**config.mk**
```make
export PLATFORM = sky130hd
export DESIGN_NAME = spec_free_list_ctrl
export DESIGN_NICKNAME = d
export VERILOG_FILES = /design/src/rtl/spec_free_list_ctrl_pkg.sv /design/src/rtl/spec_free_list_ctrl_ram.sv /design/src/rtl/spec_free_list_ctrl.sv
export SDC_FILE = /design/constraint.sdc
export NUM_CORES = 1
export LEC_CHECK = 0
export ABC_CLOCK_PERIOD_IN_PS = 5620
export CAP_MARGIN = 20
export CORE_ASPECT_RATIO = 2
export CORE_UTILIZATION = 64
export DETAILED_ROUTE_END_ITERATION = 8
export GPL_TIMING_DRIVEN = 1
export PLACE_DENSITY = 0.82
export SETUP_SLACK_MARGIN = 0.05
export SYNTH_ARGS = -nofsm -noshare
export SYNTH_HDL_FRONTEND = slang
export SYNTH_SLANG_ARGS = --single-unit
```
**constraint.sdc**
```tcl
create_clock -name clk -period 5.62 [get_ports clk]
set_input_delay 0.843 -clock clk [delete_from_list [all_inputs] [get_ports clk]]
set_output_delay 0.843 -clock clk [all_outputs]
set_load 0.1 [all_outputs]
```
**src/rtl/spec_free_list_ctrl_pkg.sv**
```systemverilog
// Shared types for the speculative free-list controller: state encoding, default widths, popcount helper.
// No logic; no latency.
// No flow control.
package spec_free_list_ctrl_pkg;

    localparam int PHY_REG_NUM_DEF = 64;
    localparam int IW = $clog2(PHY_REG_NUM_DEF);
    localparam int CW = $clog2(PHY_REG_NUM_DEF + 1);

    typedef logic [IW-1:0] preg_idx_t;

    typedef enum logic [1:0] {
        FL_INIT    = 2'd0,
        FL_NORMAL  = 2'd1,
        FL_RECOVER = 2'd2
    } fl_state_e;

    function automatic int unsigned countones(input logic [31:0] v);
        int unsigned n;
        n = 0;
        for (int i = 0; i < 32; i++) begin
            n += 32'(v[i]);
        end
        return n;
    endfunction

endpackage

```
**src/rtl/spec_free_list_ctrl_ram.sv**
```systemverilog
// Free-list storage: async read ports for rename slots, synchronous write ports for init and frees.
// Read latency zero cycles, write visible after the next clock edge.
// No backpressure; callers guarantee distinct write addresses within a cycle.
module free_list_ram #(
    parameter int DEPTH    = 64,
    parameter int RD_PORTS = 4,
    parameter int WR_PORTS = 3,
    parameter int AW       = $clog2(DEPTH)
) (
    input  logic                   clk,
    input  logic [RD_PORTS*AW-1:0] rd_addr,
    output logic [RD_PORTS*AW-1:0] rd_dat,
    input  logic [WR_PORTS-1:0]    wr_en,
    input  logic [WR_PORTS*AW-1:0] wr_addr,
    input  logic [WR_PORTS*AW-1:0] wr_dat
);

    logic [AW-1:0] mem [DEPTH];

    always_ff @(posedge clk) begin
        for (int p = 0; p < WR_PORTS; p++) begin
            if (wr_en[p]) begin
                mem[wr_addr[p*AW +: AW]] <= wr_dat[p*AW +: AW];
            end
        end
    end

    always_comb begin
        rd_dat = '0;
        for (int k = 0; k < RD_PORTS; k++) begin
            rd_dat[k*AW +: AW] = mem[rd_addr[k*AW +: AW]];
        end
    end

endmodule

```
**src/rtl/spec_free_list_ctrl.sv**
```systemverilog
// Speculative physical-register free list: all-or-nothing rename allocation, committed frees, flush restore.
// Allocation grant and register numbers are combinational; frees become allocatable one cycle later.
// Allocation stalls (ready low) on insufficient count, during init and for flush+recover; frees never stall.
module spec_free_list_ctrl
    import spec_free_list_ctrl_pkg::*;
#(
    parameter int PHY_REG_NUM  = PHY_REG_NUM_DEF,
    parameter int RENAME_WIDTH = 4,
    parameter int COMMIT_WIDTH = 2,
    localparam int IDX_W = $clog2(PHY_REG_NUM),
    localparam int CNT_W = $clog2(PHY_REG_NUM + 1)
) (
    input  logic                            clk,
    input  logic                            rst_n,
    input  logic                            flush_i,
    input  logic [IDX_W-1:0]                arch_head_i,
    input  logic [CNT_W-1:0]                arch_cnt_i,
    input  logic [RENAME_WIDTH-1:0]         alloc_req_i,
    output logic                            alloc_ready_o,
    output logic [RENAME_WIDTH*IDX_W-1:0]   alloc_preg_o,
    input  logic [COMMIT_WIDTH-1:0]         free_valid_i,
    input  logic [COMMIT_WIDTH*IDX_W-1:0]   free_preg_i,
    output logic [CNT_W-1:0]                spec_cnt_o,
    output logic                            init_done_o
);

    fl_state_e state_q, state_n;
    logic [IDX_W-1:0] head_q, head_n;
    logic [IDX_W-1:0] tail_q, tail_n;
    logic [IDX_W-1:0] init_ptr_q, init_ptr_n;
    logic [CNT_W-1:0] cnt_q, cnt_n;

    logic [CNT_W-1:0] req_cnt;
    logic [CNT_W-1:0] free_cnt;
    logic [CNT_W-1:0] alloc_cnt;
    logic             fire;
    logic             init_we;

    logic [RENAME_WIDTH*IDX_W-1:0] rd_addr;
    logic [COMMIT_WIDTH*IDX_W-1:0] free_addr;
    logic [COMMIT_WIDTH-1:0]       free_we;

    assign req_cnt  = CNT_W'(countones(32'(alloc_req_i)));
    assign free_cnt = CNT_W'(countones(32'(free_valid_i)));

    // Only cnt_q gates the grant, so ready never depends on same-cycle frees.
    assign alloc_ready_o = (state_q == FL_NORMAL) && (cnt_q >= req_cnt) && !flush_i;
    assign fire          = alloc_ready_o && (|alloc_req_i);
    assign alloc_cnt     = fire ? req_cnt : '0;
    assign init_we       = (state_q == FL_INIT);
    assign free_we       = free_valid_i & {COMMIT_WIDTH{state_q != FL_INIT}};

    assign spec_cnt_o  = cnt_q;
    assign init_done_o = (state_q != FL_INIT);

    // Sparse requests and frees are prefix-compacted onto consecutive entries.
    always_comb begin
        logic [IDX_W-1:0] roff;
        logic [IDX_W-1:0] woff;
        roff      = '0;
        woff      = '0;
        rd_addr   = '0;
        free_addr = '0;
        for (int k = 0; k < RENAME_WIDTH; k++) begin
            rd_addr[k*IDX_W +: IDX_W] = head_q + roff;
            roff = roff + IDX_W'(alloc_req_i[k]);
        end
        for (int s = 0; s < COMMIT_WIDTH; s++) begin
            free_addr[s*IDX_W +: IDX_W] = tail_q + woff;
            woff = woff + IDX_W'(free_valid_i[s]);
        end
    end

    always_comb begin
        state_n    = state_q;
        head_n     = head_q;
        tail_n     = tail_q;
        cnt_n      = cnt_q;
        init_ptr_n = init_ptr_q;
        unique case (state_q)
            FL_INIT: begin
                init_ptr_n = init_ptr_q + IDX_W'(1);
                if (init_ptr_q == IDX_W'(PHY_REG_NUM - 1)) begin
                    state_n = FL_NORMAL;
                    head_n  = '0;
                    tail_n  = '0;
                    cnt_n   = CNT_W'(PHY_REG_NUM);
                end
            end
            default: begin
                tail_n = tail_q + IDX_W'(free_cnt);
                if (flush_i) begin
                    // Architectural count already includes this cycle's frees.
                    state_n = FL_RECOVER;
                    head_n  = arch_head_i;
                    cnt_n   = arch_cnt_i;
                end else begin
                    state_n = FL_NORMAL;
                    head_n  = head_q + IDX_W'(alloc_cnt);
                    cnt_n   = cnt_q + free_cnt - alloc_cnt;
                end
            end
        endcase
    end

    always_ff @(posedge clk or negedge rst_n) begin
        if (!rst_n) begin
            state_q    <= FL_INIT;
            head_q     <= '0;
            tail_q     <= '0;
            cnt_q      <= '0;
            init_ptr_q <= '0;
        end else begin
            state_q    <= state_n;
            head_q     <= head_n;
            tail_q     <= tail_n;
            cnt_q      <= cnt_n;
            init_ptr_q <= init_ptr_n;
        end
    end

    free_list_ram #(
        .DEPTH    (PHY_REG_NUM),
        .RD_PORTS (RENAME_WIDTH),
        .WR_PORTS (COMMIT_WIDTH + 1),
        .AW       (IDX_W)
    ) u_ram (
        .clk     (clk),
        .rd_addr (rd_addr),
        .rd_dat  (alloc_preg_o),
        .wr_en   ({free_we, init_we}),
        .wr_addr ({free_addr, init_ptr_q}),
        .wr_dat  ({free_preg_i, init_ptr_q})
    );

    a_no_free_in_init: assert property (@(posedge clk) disable iff (!rst_n)
        (state_q == FL_INIT) |-> (free_valid_i == '0));

    a_cnt_no_overflow: assert property (@(posedge clk) disable iff (!rst_n)
        (state_q != FL_INIT && !flush_i) |->
        (({1'b0, cnt_q} + {1'b0, free_cnt}) <= ({1'b0, CNT_W'(PHY_REG_NUM)} + {1'b0, alloc_cnt})));

endmodule

```
### Word-level counts from Yosys, hierarchy flattened

Memory sizes are Yosys's and may differ from the RTL's.
Index checks and enable logic that the tools add are counted.

| operators by class | value |
|---|---|
| $add $sub $neg | 15 |
| $lt $le $gt $ge | 1 |
| eq/ne operators | 3 |
| muxes and demuxes | 20 |
| bitwise gates (word level) | 1 |
| reduce and logical (&&, ||, !) cells | 8 |

Operators with widths:

| operator | number |
|---|---|
| $mux W6 | 6 |
| $mux W7 | 3 |
| $add A6 B1 Y6 | 2 |
| $add A6 B2 Y6 | 2 |
| $add A7 B2 Y7 | 1 |
| $ge A7 B4 Y1 | 1 |
| $mux W1 | 7 |
| $sub A7 B4 Y7 | 1 |
| $add A1 B1 Y2 | 3 |
| $add A2 B1 Y3 | 2 |
| $add A6 B1 Y6 const B | 1 |
| $add A6 B3 Y6 | 1 |
| $add A6 B4 Y6 | 1 |
| $eq A6 B6 Y1 const B | 1 |
| $mux W2 | 3 |
| $reduce_or A6 Y1 | 1 |
| $add A3 B1 Y4 | 1 |
| $mux W4 | 1 |
| $reduce_or A4 Y1 | 1 |
| $logic_and A1 B1 Y1 | 3 |
| $and A2 B2 Y2 | 1 |
| $eq A2 B1 Y1 const B | 1 |
| $logic_not A2 Y1 | 1 |
| $ne A2 B1 Y1 const B | 1 |
| other kinds (2) | 2 |

| storage, ports and cells | value |
|---|---|
| bits in registers | 27 |
| RAM bits | 384 |
| logic and storage cells | 54 |
| memories kept | 1 |

Memory list:

| memory | depth | bits a word | rd ports | clocked after Yosys merged registers in | write ports | line | source |
|---|---|---|---|---|---|---|---|
| u_ram.mem | 64 | 6 | 4 | 0 | 2 | spec_free_list_ctrl_ram.sv:18 | `logic [AW-1:0] mem [DEPTH];` |

### Longest topological paths before layout

Gate-level depths: netlist of run 1.

| depth | value |
|---|---|
| word-level depth | 11 |
| gate-level depth with buffers | 22 |

### Modules after synthesis

A second synthesis of run 1 with hierarchy kept.

| unflattened totals | value |
|---|---|
| cells, all modules | 3276 |
| area, all modules | 36032.1 um^2 |

Modules (own cells, without submodules):

| module | instances | cells each | area each (um^2) | sequential area each (um^2) |
|---|---|---|---|---|
| free_list_ram | 1 | 3003 | 33627.3 | 11531.1 |
| spec_free_list_ctrl | 1 | 273 | 2404.8 | 675.6 |

### Least setup slack after synthesis of run 1

Ideal clock, no wire load.

| path | value |
|---|---|
| path type | input port to output port |
| start | input alloc_req_i[0] |
| end | output alloc_preg_o[19] |
| arrival | 5.500 ns |
| data required time | 4.777 ns |
| path slack | -0.723 ns |
| cell stages on the path | 13 |
| path buffers | 3 |
| cell sequence | inv_1 -> ha_1 -> inv_1 -> fa_1 -> fa_1 -> clkbuf_1 -> buf_2 -> buf_1 -> mux4_2 -> mux2i_1 -> mux2i_1 -> mux2i_1 -> o21ai_0 |

| on the way | value |
|---|---|
| word-level cells in the longest chain between the ends | 4 |

RTL lines:

| what | line | source |
|---|---|---|
| from (decl) | spec_free_list_ctrl.sv:18 | `input logic [RENAME_WIDTH-1:0] alloc_req_i,` |
| $add A1 B1 Y2 | spec_free_list_ctrl.sv:66 | `roff = roff + IDX_W'(alloc_req_i[k]);` |
| $add A2 B1 Y3 | spec_free_list_ctrl.sv:66 |  |
| $add A6 B3 Y6 | spec_free_list_ctrl.sv:65 | `rd_addr[k*IDX_W +: IDX_W] = head_q + roff;` |
| $mem_v2 Z64 W6 | -- |  |
| to (decl) | spec_free_list_ctrl.sv:20 | `output logic [RENAME_WIDTH*IDX_W-1:0] alloc_preg_o,` |

Every way passes these cells.

### Worst setup path in the final report of run 1

| path | value |
|---|---|
| start | input alloc_req_i[0] |
| end | output alloc_preg_o[18] |

The elaborated chain is that of the path after synthesis.

==> impl_metrics.csv, run 1 <==
group,metric,value,unit
logic_synthesis,synthFlopType,"edfxtp_1",
logic_synthesis,synth_nets,2248,
job,maxCapViolCount,0,
timing,worst_pin_slew,1235,ps
min_path,hp-start,"init_ptr_q[5]",
place,gp_congestion,1.045,
critical_path,cp.arrival,4690,ps
drt,wl_per_cell,43.05,um
logic_synthesis,yosysSeqAreaShare,38.15,%
critical_path,r2r-start,"spec_cnt_o[1]",
global_routing,antenna_found_initial,5,
cts,clkTransAtPathRegs,70,ps
logic_synthesis,async_flop_share,6.569,%
cts,cts-root-buf,"clkbuf_16",
cts,numCtsBuffers,39,
logic_synthesis,synth-edff-count,384,
drt,firstDrtPassIters,9,
power_and_ir_drop,power.total,24.75,mW
die,start_util,65.02,%
critical_path,r2r_setup_slack,1540,ps
finish,drive_gt1_share,51.42,%
timing,skew,22.32,ps
critical_path,path_class,"in -> out",
critical_path,endpoint_kind,"output pin",
drt,viasPerCell,8.498,
die,dieArea,0.05095,mm2
timing,slew_headroom,16.82,%
finish,final_cells,2908,
logic_synthesis,netlist_instances,2173,
critical_path,cp_slowest_stage_delay,1000,ps
place,dpl.cell_count,2818,
place,dpl.hpwl,89060,um
timing,min_period_over_period,98.47,%
timing,fin_crit,5534,ps
drt,dr_total_vias,24710,
logic_synthesis,avgSynthCellArea,14.72,um2
timing,worst_hold_slack,515.9,ps
logic_synthesis,ys.warnings.count,0,
min_path,hp-class,"reg -> reg",
critical_path,worst_setup_path_start_kind,"input port",
place,port_buffers,66,
cts,cts_max_level,2,
cts,cts_max_path_buffers,3,
logic_synthesis,synth-seq-cells,411,
place,dp_slack,-425.5,ps
timing,finalHoldViolCount,0,
die,fp.dieW,160.1,um
global_routing,grt_max_degree,65,
cts,clock_latency,580,ps
critical_path,slowest_stage,"fa_4",
timing,slew_violations,0,
finish,num-fill-cells,3093,
critical_path,worst-path-max-fanout,8,
global_routing,gr-total-overflow,0,
logic_synthesis,synthesis.area,0.03200,mm2
die,core_area,0.04921,mm2
timing,tns,0,ps
global_routing,grt_usage,50.56,%
power_and_ir_drop,ir_worst_vdd,1.542,mV
cts,cts_sinks,411,
logic_synthesis,synth.distinct_cells,59,
timing,setup_viol_count_final,0,
die,core.rowCount,115,
critical_path,cp_data_required_time,4780,ps
timing,grt_setup_unrepaired,"no",
cts,cts_tree,"done",
drt,finalWirelength,125200,um
timing,setup_ws,86.19,ps
timing,clock.fmax,180.7,MHz
die,io_pins,67,
finish,nets,2305,
power_and_ir_drop,powerDensity,688.7,mW/mm2
critical_path,startpoint,"alloc_req_i[0]",
drt,ant_nets,0,
die,die_h,318.2,um
power_and_ir_drop,p_leak,12.07,nW
global_routing,first_global_vias,24850,
critical_path,crit_chain,"clkdlybuf4s15_1 > inv_2 > ha_4 > inv_1 > fa_4 > fa_4 > buf_6 > buf_16 > mux4_2 > mux4_2 > a22oi_2 > buf_4 > nand2_2 > buf_12",
global_routing,grt_first_pass_wirelength,180000,um
drt,drc,0,
run_status,outcome,"complete, no violations",
finish,syn2layout_area_growth,12.32,%
drt,drtIter0Drc,4587,
[repair_timing]
item,in CTS,in global routing
setup endpoints to repair,6,5
cloned,5,0
setup buffers,4,0
gates resized for setup,29,7
hold endpoints to repair,0,0
pin swaps,8,2
hold buffers,0,0
[area by class of cell]
type,count,area [um2],area share (%)
Antenna cell,7,17.52,0.04874
Multi-Input combinational cell,1503,18910,52.63
Tap cell,643,804.5,2.239
Sequential cell,411,12210,33.99
Inverter,32,123.9,0.3447
Clock inverter,18,236.5,0.6580
Timing Repair Buffer,243,2544,7.078
Clock buffer,51,1084,3.015
[logic make-up after synthesis]
family	synth area share, %
AO/OA/AOI/OAI	4.614
XOR/XNOR	0.7899
flip-flops	38.15
AND/OR/NAND/NOR	4.583
adder cells (fa/ha/maj)	1.791
multiplexers	46.63
buffers and inverters	3.445
[power breakdown]
part	internal, mW	leakage (nW)	switching [mW]
Sequential	4.14	3.81	0.449
Combinational	7.53	7.62	9.78
Clock	1.60	0.639	1.24
Total	13.3	12.1	11.5
[metal layers]
metal,track usage [%],up-vias,share of wire (%)
met4,49.21,2,13
li1,-,9115,-
met5,0,-,0.010
met1,54.79,12320,28
met3,11.83,798,11
met2,80.59,2479,48
[final timing paths]
check	cells after the start	to
max in group asynchronous	2	head_q[1]
min	1	init_ptr_q[5]
min reg2reg	1	init_ptr_q[5]
max	14	alloc_preg_o[18]
min in group asynchronous	2	tail_q[0]
max reg2reg	18	spec_cnt_o[6]
[layout by cell type, fill, tap and decap left out, drive strengths merged, types with 5 or more instances in the layout]
cell type,synthesis,layout
mux4,453,453
edfxtp,384,384
a22oi,37,37
nand3,55,55
a2bb2oi,6,6
clkbuf,139,52
a21o,6,6
a21oi,43,43
nor4,7,7
mux2i,31,31
nand3b,8,8
clkdlybuf4s50,0,32
mux2,391,391
o21bai,8,8
nand2,133,133
o22a,6,6
ha,33,33
nor2b,9,9
inv,30,30
nand2b,7,7
nor2,55,55
o22ai,20,20
xnor2,24,24
diode,0,7
clkinv,2,11
fa,8,8
nor3,14,14
dfrtp,27,27
buf,88,207
and2,15,15
bufinv,0,5
o21ai,94,94
[cells in the mapped netlist (all sizes together), types with 6 or more instances]
library cell | count | area [um2]
a21o | 6 | 45.04
a21oi | 43 | 215.2
a22oi | 37 | 277.8
a2bb2oi | 6 | 52.55
and2 | 15 | 93.84
buf | 88 | 457.9
clkbuf | 139 | 524.3
dfrtp | 27 | 675.7
edfxtp | 384 | 11530
fa | 8 | 160.2
ha | 33 | 412.9
inv | 30 | 112.6
mux2 | 391 | 4403
mux2i | 31 | 310.3
mux4 | 453 | 10210
nand2 | 133 | 499.2
nand2b | 7 | 43.79
nand3 | 55 | 275.3
nand3b | 8 | 60.06
nor2 | 55 | 219.0
nor2b | 9 | 56.30
nor3 | 14 | 70.07
nor4 | 7 | 43.79
o21ai | 94 | 474.2
o21bai | 8 | 60.06
o22a | 6 | 52.55
o22ai | 20 | 125.1
xnor2 | 24 | 217.7
[sequential cells by signal, indices dropped and copies added, names as in the netlist]
register,count
tail_q,6
init_ptr_q,6
head_q,6
spec_cnt_o,7
u_ram.mem,384
state_q,2
[critical path, delay by kind of cell]
| kind | cells | cell delay, ps |
|---|---|---|
| AND/OR/NAND/NOR | 1 | 70 |
| adder cells (fa/ha/maj) | 3 | 1720 |
| buffers and inverters | 7 | 950 |
| AO/OA/AOI/OAI | 1 | 180 |
| multiplexers | 2 | 910 |
[metrics by stage]
step / instance area [um2] / util [%]
floorplan: 32010 / -
global placement: 34300 / 69.70
detailed placement: 34310 / 69.72
CTS: 35900 / 72.96
global route: 35930 / 73.01
finish: 35940 / 73.03
Note: power is estimated with default switching activity, not from simulation.
==> inputs of run 2 (changes only) <==
MAX_ROUTING_LAYER = met4   (was not set)
==> impl_metrics.csv, run 2 (same netlist as run 1, synthesis figures left out) <==
group,metric,value,unit
global_routing,first_global_vias,24740,
die,die_h,318.2,um
run_status,outcome,"complete, no violations",
cts,cts_sinks,411,
drt,firstDrtPassIters,6,
cts,cts_max_level,2,
finish,drive_gt1_share,52.10,%
critical_path,worst-path-max-fanout,6,
die,io_pins,67,
drt,finalWirelength,126300,um
cts,cts-root-buf,"clkbuf_16",
power_and_ir_drop,powerDensity,694.4,mW/mm2
drt,viasPerCell,8.480,
finish,final_cell_mix,"mux4_2, mux2_2, edfxtp_1",
global_routing,grt_max_degree,68,
critical_path,r2r_cells,18,
timing,worst_pin_slew,1135,ps
job,maxCapViolCount,0,
cts,numCtsBuffers,41,
place,port_buffers,66,
timing,clock.fmax,180.6,MHz
place,dpl.hpwl,87750,um
place,dpl.cell_count,2835,
timing,min_period_over_period,98.51,%
cts,cts_hold_buf,0,
timing,fin_crit,5536,ps
drt,wl_per_cell,43.03,um
min_path,hp-class,"reg -> reg",
timing,grt_setup_unrepaired,"no",
critical_path,r2r-end,"spec_cnt_o[6]",
die,core.rowCount,115,
power_and_ir_drop,ir_worst_vdd,1.246,mV
finish,nets,2335,
global_routing,grt_first_pass_wirelength,179900,um
die,dieArea,0.05095,mm2
finish,final_util,73.53,%
timing,slew_violations,0,
timing,finalHoldViolCount,0,
drt,ant_nets,0,
finish,layout_commonest_cell,"mux4_2",
critical_path,cp_data_required_time,4780,ps
global_routing,grt_usage,52.24,%
min_path,min_to,"init_ptr_q[5]",
min_path,hp-start,"init_ptr_q[5]",
timing,setup_ws,83.90,ps
drt,dr_total_vias,24890,
critical_path,cp.arrival,4690,ps
place,gp_congestion,1.043,
finish,largest_reg_flops,384,
critical_path,path_class,"in -> out",
global_routing,gr-total-overflow,0,
die,core_area,0.04921,mm2
critical_path,r2r_setup_slack,1580,ps
min_path,worstHoldPathCells,1,
die,start_util,65.02,%
die,fp.dieW,160.1,um
global_routing,antenna_found_initial,3,
finish,syn2layout_area_growth,13.08,%
cts,cts_tree,"done",
drt,drtIter0Drc,4279,
power_and_ir_drop,power.total,25.12,mW
cts,clock_latency,590,ps
power_and_ir_drop,p_leak,12.24,nW
timing,slew_headroom,23.50,%
critical_path,worst_setup_path_start_kind,"input port",
drt,drc,0,
finish,final_cells,2935,
cts,cts_max_path_buffers,3,
cts,clkTransAtPathRegs,70,ps
critical_path,endpoint_kind,"output pin",
timing,setup_viol_count_final,0,
critical_path,r2r-start,"spec_cnt_o[1]",
place,dp_slack,-412.8,ps
timing,skew,17.99,ps
==> run 2: cell types whose count changed in the layout (fill, tap and decap cells not counted), moves of 4 or more <==
cell,before,now
buf_2,10,15
diode_2,7,2
buf_12,42,47
buf_4,146,165
clkinv_1,4,10
clkbuf_1,8,4
==> run 2: worst max-delay path, cell delays in order <==
cell	delay (ps)
clkdlybuf4s15_2	190
inv_2	40
ha_4	270
inv_2	40
fa_4	440
fa_4	860
buf_12	120
buf_16	150
buf_12	160
mux4_2	340
mux4_2	570
a22oi_2	230
buf_4	170
nand2_2	70
buf_12	170
==> run 2: how the worst max path moves through the flow <==
stage                         from               end  slack, ps  cells past startpoint
floorplan           alloc_req_i[0]  alloc_preg_o[19]         30                     13
global placement    alloc_req_i[0]  alloc_preg_o[22]       -280                     14
detailed placement  alloc_req_i[0]     spec_cnt_o[6]       -410                     24
CTS                 alloc_req_i[0]  alloc_preg_o[23]        100                     15
global route        alloc_req_i[3]     spec_cnt_o[6]         60                     23
finish              alloc_req_i[0]  alloc_preg_o[20]         80                     15
==> run 2: what timing repair did <==
action | CTS | global route
cloned | 6 | 0
endpoints found under the hold margin | 0 | 0
endpoints found under the setup margin | 6 | 5
buffers inserted | 13 | 1
resized for setup | 32 | 8
pin swaps | 10 | 4
==> run 2: report_power, final <==
| part | leakage (nW) | internal (mW) | switching [mW] |
|---|---|---|---|
| Clock | 0.635 | 1.53 | 1.28 |
| Combinational | 7.79 | 7.68 | 10.1 |
| Sequential | 3.81 | 4.14 | 0.428 |
==> run 2: stage by stage <==
stage	instance area, um2	hold slack (ps)	setup TNS, ps
finish	36180	525.7	0
global route	36180	544.9	0
CTS	36110	515.8	0
detailed placement	34390	501.4	-1726
global placement	34350	500.9	-1134
floorplan	32010	455.3	0
==> run 2: area by class of cell <==
| class | instances | area, um2 |
|---|---|---|
| multi-input cells | 1503 | 18910 |
| diodes | 2 | 5.005 |
| inverters | 32 | 123.9 |
| clock buffers | 45 | 1041 |
| fillers | 3049 | 13030 |
| well taps | 643 | 804.5 |
| flip-flops and latches | 411 | 12210 |
| repair buffers | 271 | 2823 |
| clock inverters | 28 | 261.5 |
==> run 2: metal layers <==
layer,track usage (%),vias up,part of all wire (%)
met3,11.88,806,12
met4,48.17,0,13
li1,-,9218,-
met1,55.60,12300,28
met5,-,-,0
met2,80.55,2567,47
